--- config.mk ---
export PLATFORM = sky130hd
export DESIGN_NAME = decode_stage
export DESIGN_NICKNAME = d
export VERILOG_FILES = /design/src/rtl/decode_stage.sv
export SDC_FILE = /design/constraint.sdc
export NUM_CORES = 1
export LEC_CHECK = 0
export CORE_AREA = 2 2 119 121
export CTS_BUF_LIST = sky130_fd_sc_hd__clkbuf_16
export DETAILED_ROUTE_END_ITERATION = 6
export DIE_AREA = 0 0 121 123
export HOLD_SLACK_MARGIN = 0.06
export PLACE_DENSITY = 0.76
export SYNTH_ARGS = -nofsm -noshare
export SYNTH_HDL_FRONTEND = slang
export SYNTH_SLANG_ARGS = --single-unit
export TNS_END_PERCENT = 100
--- constraint.sdc ---
create_clock -name clk -period 2.25 [get_ports clk]
set_input_delay 0.3375 -clock clk [delete_from_list [all_inputs] [get_ports clk]]
set_output_delay 0.3375 -clock clk [all_outputs]
set_load 0.05 [all_outputs]
--- src/rtl/decode_stage.sv ---
// RV32I ALU-subset decode: registers alu_op/imm/rd/pc and regfile read addresses for execute, one cycle latency.
// Backpressure: id_ready drops while execute holds the output register, on flush, or on a RAW hazard against the pending-write scoreboard.
module decode_stage #(
    parameter int XLEN  = 32,
    parameter int NREGS = 32
) (
    input  logic            clk,
    input  logic            reset_n,
    input  logic            if_valid,
    input  logic [XLEN-1:0] if_instr,
    input  logic [XLEN-1:0] if_pc,
    output logic            id_ready,
    input  logic            flush,
    input  logic            ex_ready,
    input  logic            wb_valid,
    input  logic [4:0]      wb_rd,
    output logic            id_ex_valid,
    output logic [3:0]      id_ex_alu_op,
    output logic [XLEN-1:0] id_ex_imm,
    output logic            id_ex_input_a_is_immediate,
    output logic [4:0]      id_ex_rd,
    output logic [XLEN-1:0] id_ex_pc,
    output logic            id_ex_illegal,
    output logic [4:0]      regfile_rd0_addr,
    output logic [4:0]      regfile_rd1_addr
);

    typedef enum logic [3:0] {
        ALU_NONE = 4'd0,
        ALU_ADD  = 4'd1,
        ALU_SUB  = 4'd2,
        ALU_AND  = 4'd3,
        ALU_OR   = 4'd4,
        ALU_XOR  = 4'd5,
        ALU_SLL  = 4'd6,
        ALU_SRL  = 4'd7,
        ALU_SRA  = 4'd8,
        ALU_SLT  = 4'd9,
        ALU_SLTU = 4'd10
    } alu_op_e;

    localparam logic [6:0] OPC_OP_IMM = 7'b0010011;
    localparam logic [6:0] OPC_OP     = 7'b0110011;
    localparam logic [6:0] OPC_LUI    = 7'b0110111;
    localparam logic [6:0] F7_ZERO    = 7'b0000000;
    localparam logic [6:0] F7_ALT     = 7'b0100000;

    logic [6:0] opcode;
    logic [6:0] funct7;
    logic [2:0] funct3;
    logic [4:0] rs1;
    logic [4:0] rs2;
    logic [4:0] rd;

    assign opcode = if_instr[6:0];
    assign rd     = if_instr[11:7];
    assign funct3 = if_instr[14:12];
    assign rs1    = if_instr[19:15];
    assign rs2    = if_instr[24:20];
    assign funct7 = if_instr[31:25];

    alu_op_e         dec_op;
    logic [XLEN-1:0] dec_imm;
    logic            dec_a_imm;
    logic [4:0]      dec_rd;
    logic            dec_ill;
    logic            use_rs1;
    logic            use_rs2;

    always_comb begin
        dec_op    = ALU_NONE;
        dec_imm   = '0;
        dec_a_imm = 1'b0;
        dec_rd    = '0;
        dec_ill   = 1'b1;
        use_rs1   = 1'b0;
        use_rs2   = 1'b0;
        case (opcode)
            OPC_OP_IMM: begin
                dec_ill   = 1'b0;
                use_rs1   = 1'b1;
                dec_rd    = rd;
                dec_a_imm = 1'b1;
                dec_imm   = {{(XLEN-12){if_instr[31]}}, if_instr[31:20]};
                case (funct3)
                    3'b000:  dec_op = ALU_ADD;
                    3'b010:  dec_op = ALU_SLT;
                    3'b011:  dec_op = ALU_SLTU;
                    3'b100:  dec_op = ALU_XOR;
                    3'b110:  dec_op = ALU_OR;
                    3'b111:  dec_op = ALU_AND;
                    3'b001: begin
                        dec_op  = ALU_SLL;
                        dec_imm = {{(XLEN-5){1'b0}}, if_instr[24:20]};
                        dec_ill = (funct7 != F7_ZERO) && (funct7 != F7_ALT);
                    end
                    default: begin
                        dec_op  = if_instr[30] ? ALU_SRA : ALU_SRL;
                        dec_imm = {{(XLEN-5){1'b0}}, if_instr[24:20]};
                        dec_ill = (funct7 != F7_ZERO) && (funct7 != F7_ALT);
                    end
                endcase
            end
            OPC_OP: begin
                // Only base RV32I encodings: funct7 0100000 exists just for SUB and SRA.
                dec_ill = !((funct7 == F7_ZERO) ||
                            ((funct7 == F7_ALT) && ((funct3 == 3'b000) || (funct3 == 3'b101))));
                use_rs1 = 1'b1;
                use_rs2 = 1'b1;
                dec_rd  = rd;
                case (funct3)
                    3'b000:  dec_op = if_instr[30] ? ALU_SUB : ALU_ADD;
                    3'b001:  dec_op = ALU_SLL;
                    3'b010:  dec_op = ALU_SLT;
                    3'b011:  dec_op = ALU_SLTU;
                    3'b100:  dec_op = ALU_XOR;
                    3'b101:  dec_op = if_instr[30] ? ALU_SRA : ALU_SRL;
                    3'b110:  dec_op = ALU_OR;
                    default: dec_op = ALU_AND;
                endcase
            end
            OPC_LUI: begin
                dec_ill   = 1'b0;
                dec_op    = ALU_ADD;
                dec_rd    = rd;
                dec_a_imm = 1'b1;
                dec_imm   = {{(XLEN-31){if_instr[31]}}, if_instr[30:12], 12'b0};
            end
            default: ;
        endcase
        if (dec_ill) begin
            dec_op    = ALU_NONE;
            dec_imm   = '0;
            dec_a_imm = 1'b0;
            dec_rd    = '0;
            use_rs1   = 1'b0;
            use_rs2   = 1'b0;
        end
    end

    logic            valid_q;
    alu_op_e         alu_op_q;
    logic [XLEN-1:0] imm_q;
    logic            a_imm_q;
    logic [4:0]      rd_q;
    logic [XLEN-1:0] pc_q;
    logic            ill_q;
    logic [4:0]      ra0_q;
    logic [4:0]      ra1_q;
    logic [NREGS-1:0] sb_q;
    logic [NREGS-1:0] sb_d;

    logic rs1_busy;
    logic rs2_busy;
    logic hazard;
    logic load;
    logic issue;
    logic sb_set;

    // A source is busy while its producer sits in the output register or awaits writeback.
    assign rs1_busy = (rs1 != 5'd0) && (sb_q[rs1] || (valid_q && (rd_q == rs1)));
    assign rs2_busy = (rs2 != 5'd0) && (sb_q[rs2] || (valid_q && (rd_q == rs2)));
    assign hazard   = if_valid && ((use_rs1 && rs1_busy) || (use_rs2 && rs2_busy));
    assign load     = !valid_q || ex_ready;
    assign id_ready = reset_n && load && !hazard && !flush;
    assign issue    = if_valid && id_ready;
    assign sb_set   = valid_q && ex_ready && !flush && !ill_q && (rd_q != 5'd0);

    always_ff @(posedge clk or negedge reset_n) begin
        if (!reset_n) begin
            valid_q  <= 1'b0;
            alu_op_q <= ALU_NONE;
            imm_q    <= '0;
            a_imm_q  <= 1'b0;
            rd_q     <= '0;
            pc_q     <= '0;
            ill_q    <= 1'b0;
            ra0_q    <= '0;
            ra1_q    <= '0;
        end else if (flush) begin
            valid_q  <= 1'b0;
            alu_op_q <= ALU_NONE;
            ill_q    <= 1'b0;
        end else if (issue) begin
            valid_q  <= 1'b1;
            alu_op_q <= dec_op;
            imm_q    <= dec_imm;
            a_imm_q  <= dec_a_imm;
            rd_q     <= dec_rd;
            pc_q     <= if_pc;
            ill_q    <= dec_ill;
            ra0_q    <= use_rs1 ? rs1 : 5'd0;
            ra1_q    <= use_rs2 ? rs2 : 5'd0;
        end else if (load) begin
            valid_q  <= 1'b0;
            alu_op_q <= ALU_NONE;
            ill_q    <= 1'b0;
        end
    end

    // Set is applied after clear so a same-cycle retire/hand-off leaves the register pending.
    always_comb begin
        sb_d = sb_q;
        if (wb_valid && (wb_rd != 5'd0)) sb_d[wb_rd] = 1'b0;
        if (sb_set) sb_d[rd_q] = 1'b1;
    end

    always_ff @(posedge clk or negedge reset_n) begin
        if (!reset_n) sb_q <= '0;
        else          sb_q <= sb_d;
    end

    assign id_ex_valid                = valid_q;
    assign id_ex_alu_op               = alu_op_q;
    assign id_ex_imm                  = imm_q;
    assign id_ex_input_a_is_immediate = a_imm_q;
    assign id_ex_rd                   = rd_q;
    assign id_ex_pc                   = pc_q;
    assign id_ex_illegal              = ill_q;
    assign regfile_rd0_addr           = ra0_q;
    assign regfile_rd1_addr           = ra1_q;

endmodule

==> impl_metrics.json, run 1 <==
{
  "violations": "negative setup slack",
  "grt_pass1_vias": 6217,
  "synthTopCellsByArea": "dfrtp_1 (50%), mux2i_1 (10%), o21ai_0 (5.4%)",
  "synth-seq-cells": 118,
  "drv_slew": 0,
  "crit_type": "reg -> out",
  "async_reset_ff_share_pct": 100,
  "grt_usage_pct": 30.1,
  "setup_tns_ns": -24.49,
  "synth_edf_count": 0,
  "fmaxAchievable_mhz": 367,
  "ys_seq_area_share_pct": 50.0,
  "grt_overflow_total": 0,
  "hpwlAfterDp_mm": 13.7,
  "final_cells": 1009,
  "power_density_nw_per_um2": 676,
  "startpoint_type": "register",
  "ctsRootBufferMaster": "clkbuf_16",
  "p_total_w": 0.00660,
  "timing.final.crit_share_pct": 121,
  "drtIter0Drc": 703,
  "clock-sinks": 118,
  "port_buffers": 161,
  "worstPathMaxFanout": 3,
  "initial_core_util_pct": 43.4,
  "ant_nets": 0,
  "synth-main-ff-cell": "dfrtp_1",
  "synth_nets": 631,
  "required_ns": 1.91,
  "hold_viol": 0,
  "die_w_um": 121,
  "finalSetupViolCount": 87,
  "p_leak_nw": 4.40,
  "dieHeight_um": 123,
  "cp.arrival_ns": 2.38,
  "endpoint_kind": "output pin",
  "grt_max_degree": 119,
  "pin_count": 162,
  "ys_warn_count": 0,
  "fin_ws_ns": -0.473,
  "antenna_cells": 0,
  "tightest_slew_ns": 0.658,
  "hold_class": "in -> async",
  "grt_pass1_wl_mm": 33.7,
  "cts_tree": "done",
  "cts.clk_slew.worst_paths_ns": 0.06,
  "viasPerCell": 5.98,
  "cts_buffer_depth": 2,
  "die-area_um2": 14900,
  "outcome": "finished with violations",
  "synth_cell_types": 51,
  "yosysTopAreaCellShare_pct": 50.0,
  "yosysTopAreaCell": "dfrtp_1",
  "slew-limit-headroom_pct": 56.1,
  "dpl.cell_count": 947,
  "core_um2": 13600,
  "final_layout_size_suffix_gt1_share_pct": 29.0,
  "grt_antenna_before_repair": 0,
  "drt-wirelength-per-cell_um": 23.2,
  "drc_errors": 0,
  "htreeDepth": 4,
  "rsz0062_at_grt": "true",
  "cts-buffers-inserted": 17,
  "rows": 43,
  "vias": 6031,
  "clk_latency_ns": 0.43,
  "finalClockSkew_ns": 0.00890,
  "final_nets": 891,
  "syn2layout_area_growth_pct": 65.3,
  "first_pass_iters": 6,
  "finalCriticalPeriod_ns": 2.72,
  "syn_area_um2": 5910,
  "ir_drop_v": 0.000579,
  "maxCapViolations": 0,
  "r2r_slack_ns": -0.36,
  "wl_mm": 23.4,
  "synth_cells": 556,
  "syn_area_per_cell_um2": 10.6,
  "gp_congestion": 0.944
}
critical path, stage by stage, from the launching register on:
cell,delay (ns)
dfrtp_1,0.40
mux2i_1,0.10
a22oi_1,0.23
a21oi_1,0.12
nor4_2,0.32
a31oi_2,0.08
buf_4,0.17
o31ai_4,0.29
a21boi_4,0.09
buf_6,0.16
cells in the mapped netlist (5+ instances only):
master	count
clkbuf_1	17
a22oi_1	16
nand3b_1	6
o21ai_0	64
nor2b_1	10
nand3_1	29
mux2_2	18
mux2_1	16
nor2_1	10
mux2i_1	61
xor2_1	8
and2_1	5
dfrtp_1	118
a21oi_1	29
nand2_1	31
o2bb2ai_1	17
buf_4	7
nand2b_1	6
inv_1	32
layer usage:
layer,routed length (um),vias up,share of wire [%],global-route usage [%]
met5,0,-,0,0
met4,1460,0,6.3,17.1
met3,1880,126,8.0,7.47
met2,11300,428,48,48.7
met1,8700,2954,37,36.8
li1,-,2523,-,-
area by class of cell:
class                           count  area [um^2]
Clock buffer                       17          425
Tap cell                          180          225
Multi-Input combinational cell    372         3080
Fill cell                         867         3850
Sequential cell                   118         2960
Clock inverter                     15          129
Inverter                           32          120
Timing Repair Buffer              275         2820
cell usage in the layout (no fill, tap or decap), drive strengths merged, types with 5 or more instances in the layout:
cell type | synthesis | layout
nor2b | 10 | 10
a22oi | 16 | 16
nand2b | 6 | 6
a21oi | 29 | 29
xor2 | 8 | 8
o21ai | 67 | 67
clkdlybuf4s50 | 0 | 148
nand3b | 6 | 6
nor2 | 10 | 10
dlygate4sd2 | 0 | 7
mux2i | 61 | 61
inv | 32 | 37
dfrtp | 118 | 118
clkbuf | 19 | 17
clkinv | 0 | 7
o2bb2ai | 17 | 17
nand3 | 29 | 29
and2 | 5 | 5
nand2 | 31 | 31
mux2 | 34 | 34
buf | 15 | 115
where the power goes:
group | internal [W] | switching (W)
clock network | 0.00152 | 0.00108
logic | 0.000727 | 0.000901
registers | 0.00227 | 0.000100
total | 0.00452 | 0.00208
cell families after synthesis:
logic type	Yosys count	share of synthesized area [%]
AOI/OAI and AO/OA	148	15.7
xor gates and xnor gates	10	1.48
buffers and inverters	66	5.28
DFF	118	50.0
muxes	95	16.8
and+or+nand+nor	119	10.7
state kept, by name (all words and copies together), names as in the netlist:
signal,cells
id_ex_valid,1
regfile_rd0_addr,5
id_ex_pc,32
id_ex_alu_op,4
regfile_rd1_addr,5
id_ex_imm,32
id_ex_illegal,1
sb_q,32
id_ex_rd,5
id_ex_input_a_is_immediate,1
stage by stage:
step | utilization [%] | worst slack (ns) | hold slack, ns | instance area [um^2]
after floorplan | - | -0.162 | 0.0419 | 6000
after global placement | 61.3 | -0.842 | 0.389 | 8350
after detailed placement | 61.3 | -0.856 | 0.402 | 8350
after CTS | 70.8 | -0.400 | 0.0759 | 9640
after global routing | 71.7 | -0.568 | 0.0900 | 9760
final | 71.7 | -0.473 | 0.0108 | 9760
final timing paths:
kind                                      end  startpoint  depth (start not counted)
worst max register to register  id_ex_imm[12]    sb_q[10]                         12
worst max-delay path                 id_ready    sb_q[10]                          9
max in group asynchronous             sb_q[7]     reset_n                          2
min in group clk                      sb_q[0]     sb_q[0]                          0
worst min register to register        sb_q[0]     sb_q[0]                          0
worst min-delay path            id_ex_imm[22]     reset_n                          2
timing repair:
item,in CTS,in global routing
setup buffers,46,9
resized for setup,90,51
pin swaps,14,7
hold buffers,0,0
endpoints found under the setup margin,88,87
gates cloned,9,0
(Power assumes the default switching activity.)
==> inputs of run 2 (changes only) <==
Settings changed: SLEW_MARGIN set to 30.
==> results of run 2 <==
Final layout, timing and power as in run 1 (identical DEF).
==> inputs of run 3 (changes only) <==
Settings changed: PLACE_DENSITY 0.76 to 0.72.
==> impl_metrics.json, run 3 (synthesis gave the netlist of run 1 again) <==
{
  "outcome": "finished with violations",
  "violations": "negative setup slack",
  "die_w_um": 121,
  "fin_ws_ns": -0.481,
  "hold_class": "in -> async",
  "startpoint_type": "register",
  "setup_tns_ns": -21.42,
  "grt_overflow_total": 0,
  "ir_drop_v": 0.000454,
  "finalClockSkew_ns": 0.00764,
  "p_int_w": 0.00462,
  "maxCapViolations": 0,
  "syn2layout_area_growth_pct": 64.3,
  "timing.final.crit_share_pct": 121,
  "cts-buffers-inserted": 17,
  "finalSetupViolCount": 86,
  "antenna_cells": 0,
  "wl_mm": 20.6,
  "first_pass_iters": 7,
  "htreeDepth": 4,
  "finalCriticalPeriod_ns": 2.73,
  "rsz0062_at_grt": "true",
  "gp_congestion": 0.945,
  "die-area_um2": 14900,
  "dpl.cell_count": 947,
  "p_total_w": 0.00663,
  "p_leak_nw": 4.38,
  "ctsRootBufferMaster": "clkbuf_16",
  "endpoint_kind": "output pin",
  "grt_usage_pct": 27.2,
  "grt_pass1_wl_mm": 31.1,
  "cts-hold-fix-buffers": 0,
  "grt_pass1_vias": 5835,
  "final_cells": 1006,
  "vias": 5724,
  "viasPerCell": 5.69,
  "drv_slew": 0,
  "power_switching_w": 0.00201,
  "initial_core_util_pct": 43.4,
  "r2r_start": "sb_q[11]",
  "crit_type": "reg -> out",
  "core_um2": 13600,
  "ff2ff_path_depth": 11,
  "rows": 43,
  "holdWs_ns": 0.0474,
  "dieHeight_um": 123,
  "slew-limit-headroom_pct": 40.5,
  "final_nets": 888,
  "p_comb_share_pct": 24.0,
  "grt_max_degree": 68,
  "tightest_slew_ns": 0.892,
  "final_common_cell": "clkdlybuf4s50_1",
  "clock-sinks": 118,
  "fmaxAchievable_mhz": 366,
  "swShare_pct": 30.3,
  "cp.arrival_ns": 2.39,
  "cts.clk_slew.worst_paths_ns": 0.06,
  "critPathLaunch": "sb_q[11]",
  "hpwlAfterDp_mm": 13.4,
  "fill_cells": 923,
  "final_layout_size_suffix_gt1_share_pct": 28.0,
  "worstPathMaxFanout": 3,
  "clockPowerShare_pct": 40.3,
  "drtIter0Drc": 551,
  "drc_errors": 0,
  "required_ns": 1.91,
  "r2r_slack_ns": -0.36,
  "cts_buffer_depth": 2,
  "final_core_util_pct": 71.3,
  "power_density_nw_per_um2": 683,
  "sequentialPowerShare_pct": 35.7,
  "final_cell_mix": "clkdlybuf4s50_1 (149), dfrtp_1 (113), buf_4 (78), o21ai_0 (62), mux2i_1 (54)",
  "ant_nets": 0,
  "grt_antenna_before_repair": 0,
  "clk_latency_ns": 0.43,
  "pin_count": 162,
  "port_buffers": 161,
  "hold_viol": 0,
  "cts_tree": "done",
  "r2r_end": "id_ex_pc[18]",
  "drt-wirelength-per-cell_um": 20.5
}
## run 3: changes by cell type in the layout (fill, tap and decap cells not counted), sizes merged
cell and delta:
buf -5, clkbuf +3, clkdlybuf4s15 -2, inv -2, bufbuf -1, bufinv +1, clkdlybuf4s50 +1, clkinvlp +1
dlygate4sd2 +1
## run 3: routing by layer
| metal | up-vias | track usage (%) | share of wire (%) |
|---|---|---|---|
| met1 | 2851 | 36.3 | 41 |
| met3 | 45 | 6.73 | 7.6 |
| met2 | 296 | 43.0 | 49 |
| li1 | 2532 | - | - |
| met4 | 0 | 10.0 | 2.7 |
| met5 | - | 0 | 0 |
## run 3: power by group through the flow
stage	Clock, W	Sequential [W]	Combinational [W]
finish	0.00267	0.00237	0.00159
floorplan	0	0.00284	0.000327
global route	0.00280	0.00238	0.00166
CTS	0.00267	0.00236	0.00154
global placement	0	0.00239	0.00138
detailed placement	0	0.00239	0.00140
## run 3: what timing repair did
item,in CTS,in global routing
pin swaps,12,6
gates cloned,7,2
gates resized for setup,76,53
setup endpoints to repair,87,87
endpoints found under the hold margin,0,0
buffers inserted,34,6
## run 3: worst max-delay path by stage
stage                                to  slack (ns)  depth (start not counted)
after floorplan            id_ex_pc[11]       -0.16                          7
after global placement     id_ex_pc[22]       -0.77                         10
after detailed placement  id_ex_imm[27]       -0.82                         11
after CTS                      id_ready       -0.49                          9
after global routing           id_ready       -0.52                         10
final                          id_ready       -0.48                          9
## run 3: final cells by class
cell class	instances	area [um^2]	area share (%)
inverter	32	120	1.24
clock buffer	17	425	4.38
multi-input combinational	372	3030	31.2
clock inverter	15	158	1.62
sequential	118	2960	30.5
tap	180	225	2.32
timing repair buffer	272	2790	28.7
## run 3: critical path, cell delays in order, from the launching register on
cell	delay, ns
dfrtp_1	0.42
mux2i_1	0.14
a22oi_1	0.20
a21oi_1	0.10
nor4_2	0.32
a31oi_2	0.08
buf_4	0.16
o31ai_4	0.30
a21boi_4	0.09
buf_6	0.16
## run 3: per-stage QoR
step	worst slack [ns]	area (um^2)
3_5_place_dp	-0.822	8310
6_report	-0.481	9700
2_1_floorplan	-0.162	6000
5_1_grt	-0.522	9700
4_1_cts	-0.486	9450
3_3_place_gp	-0.770	8310
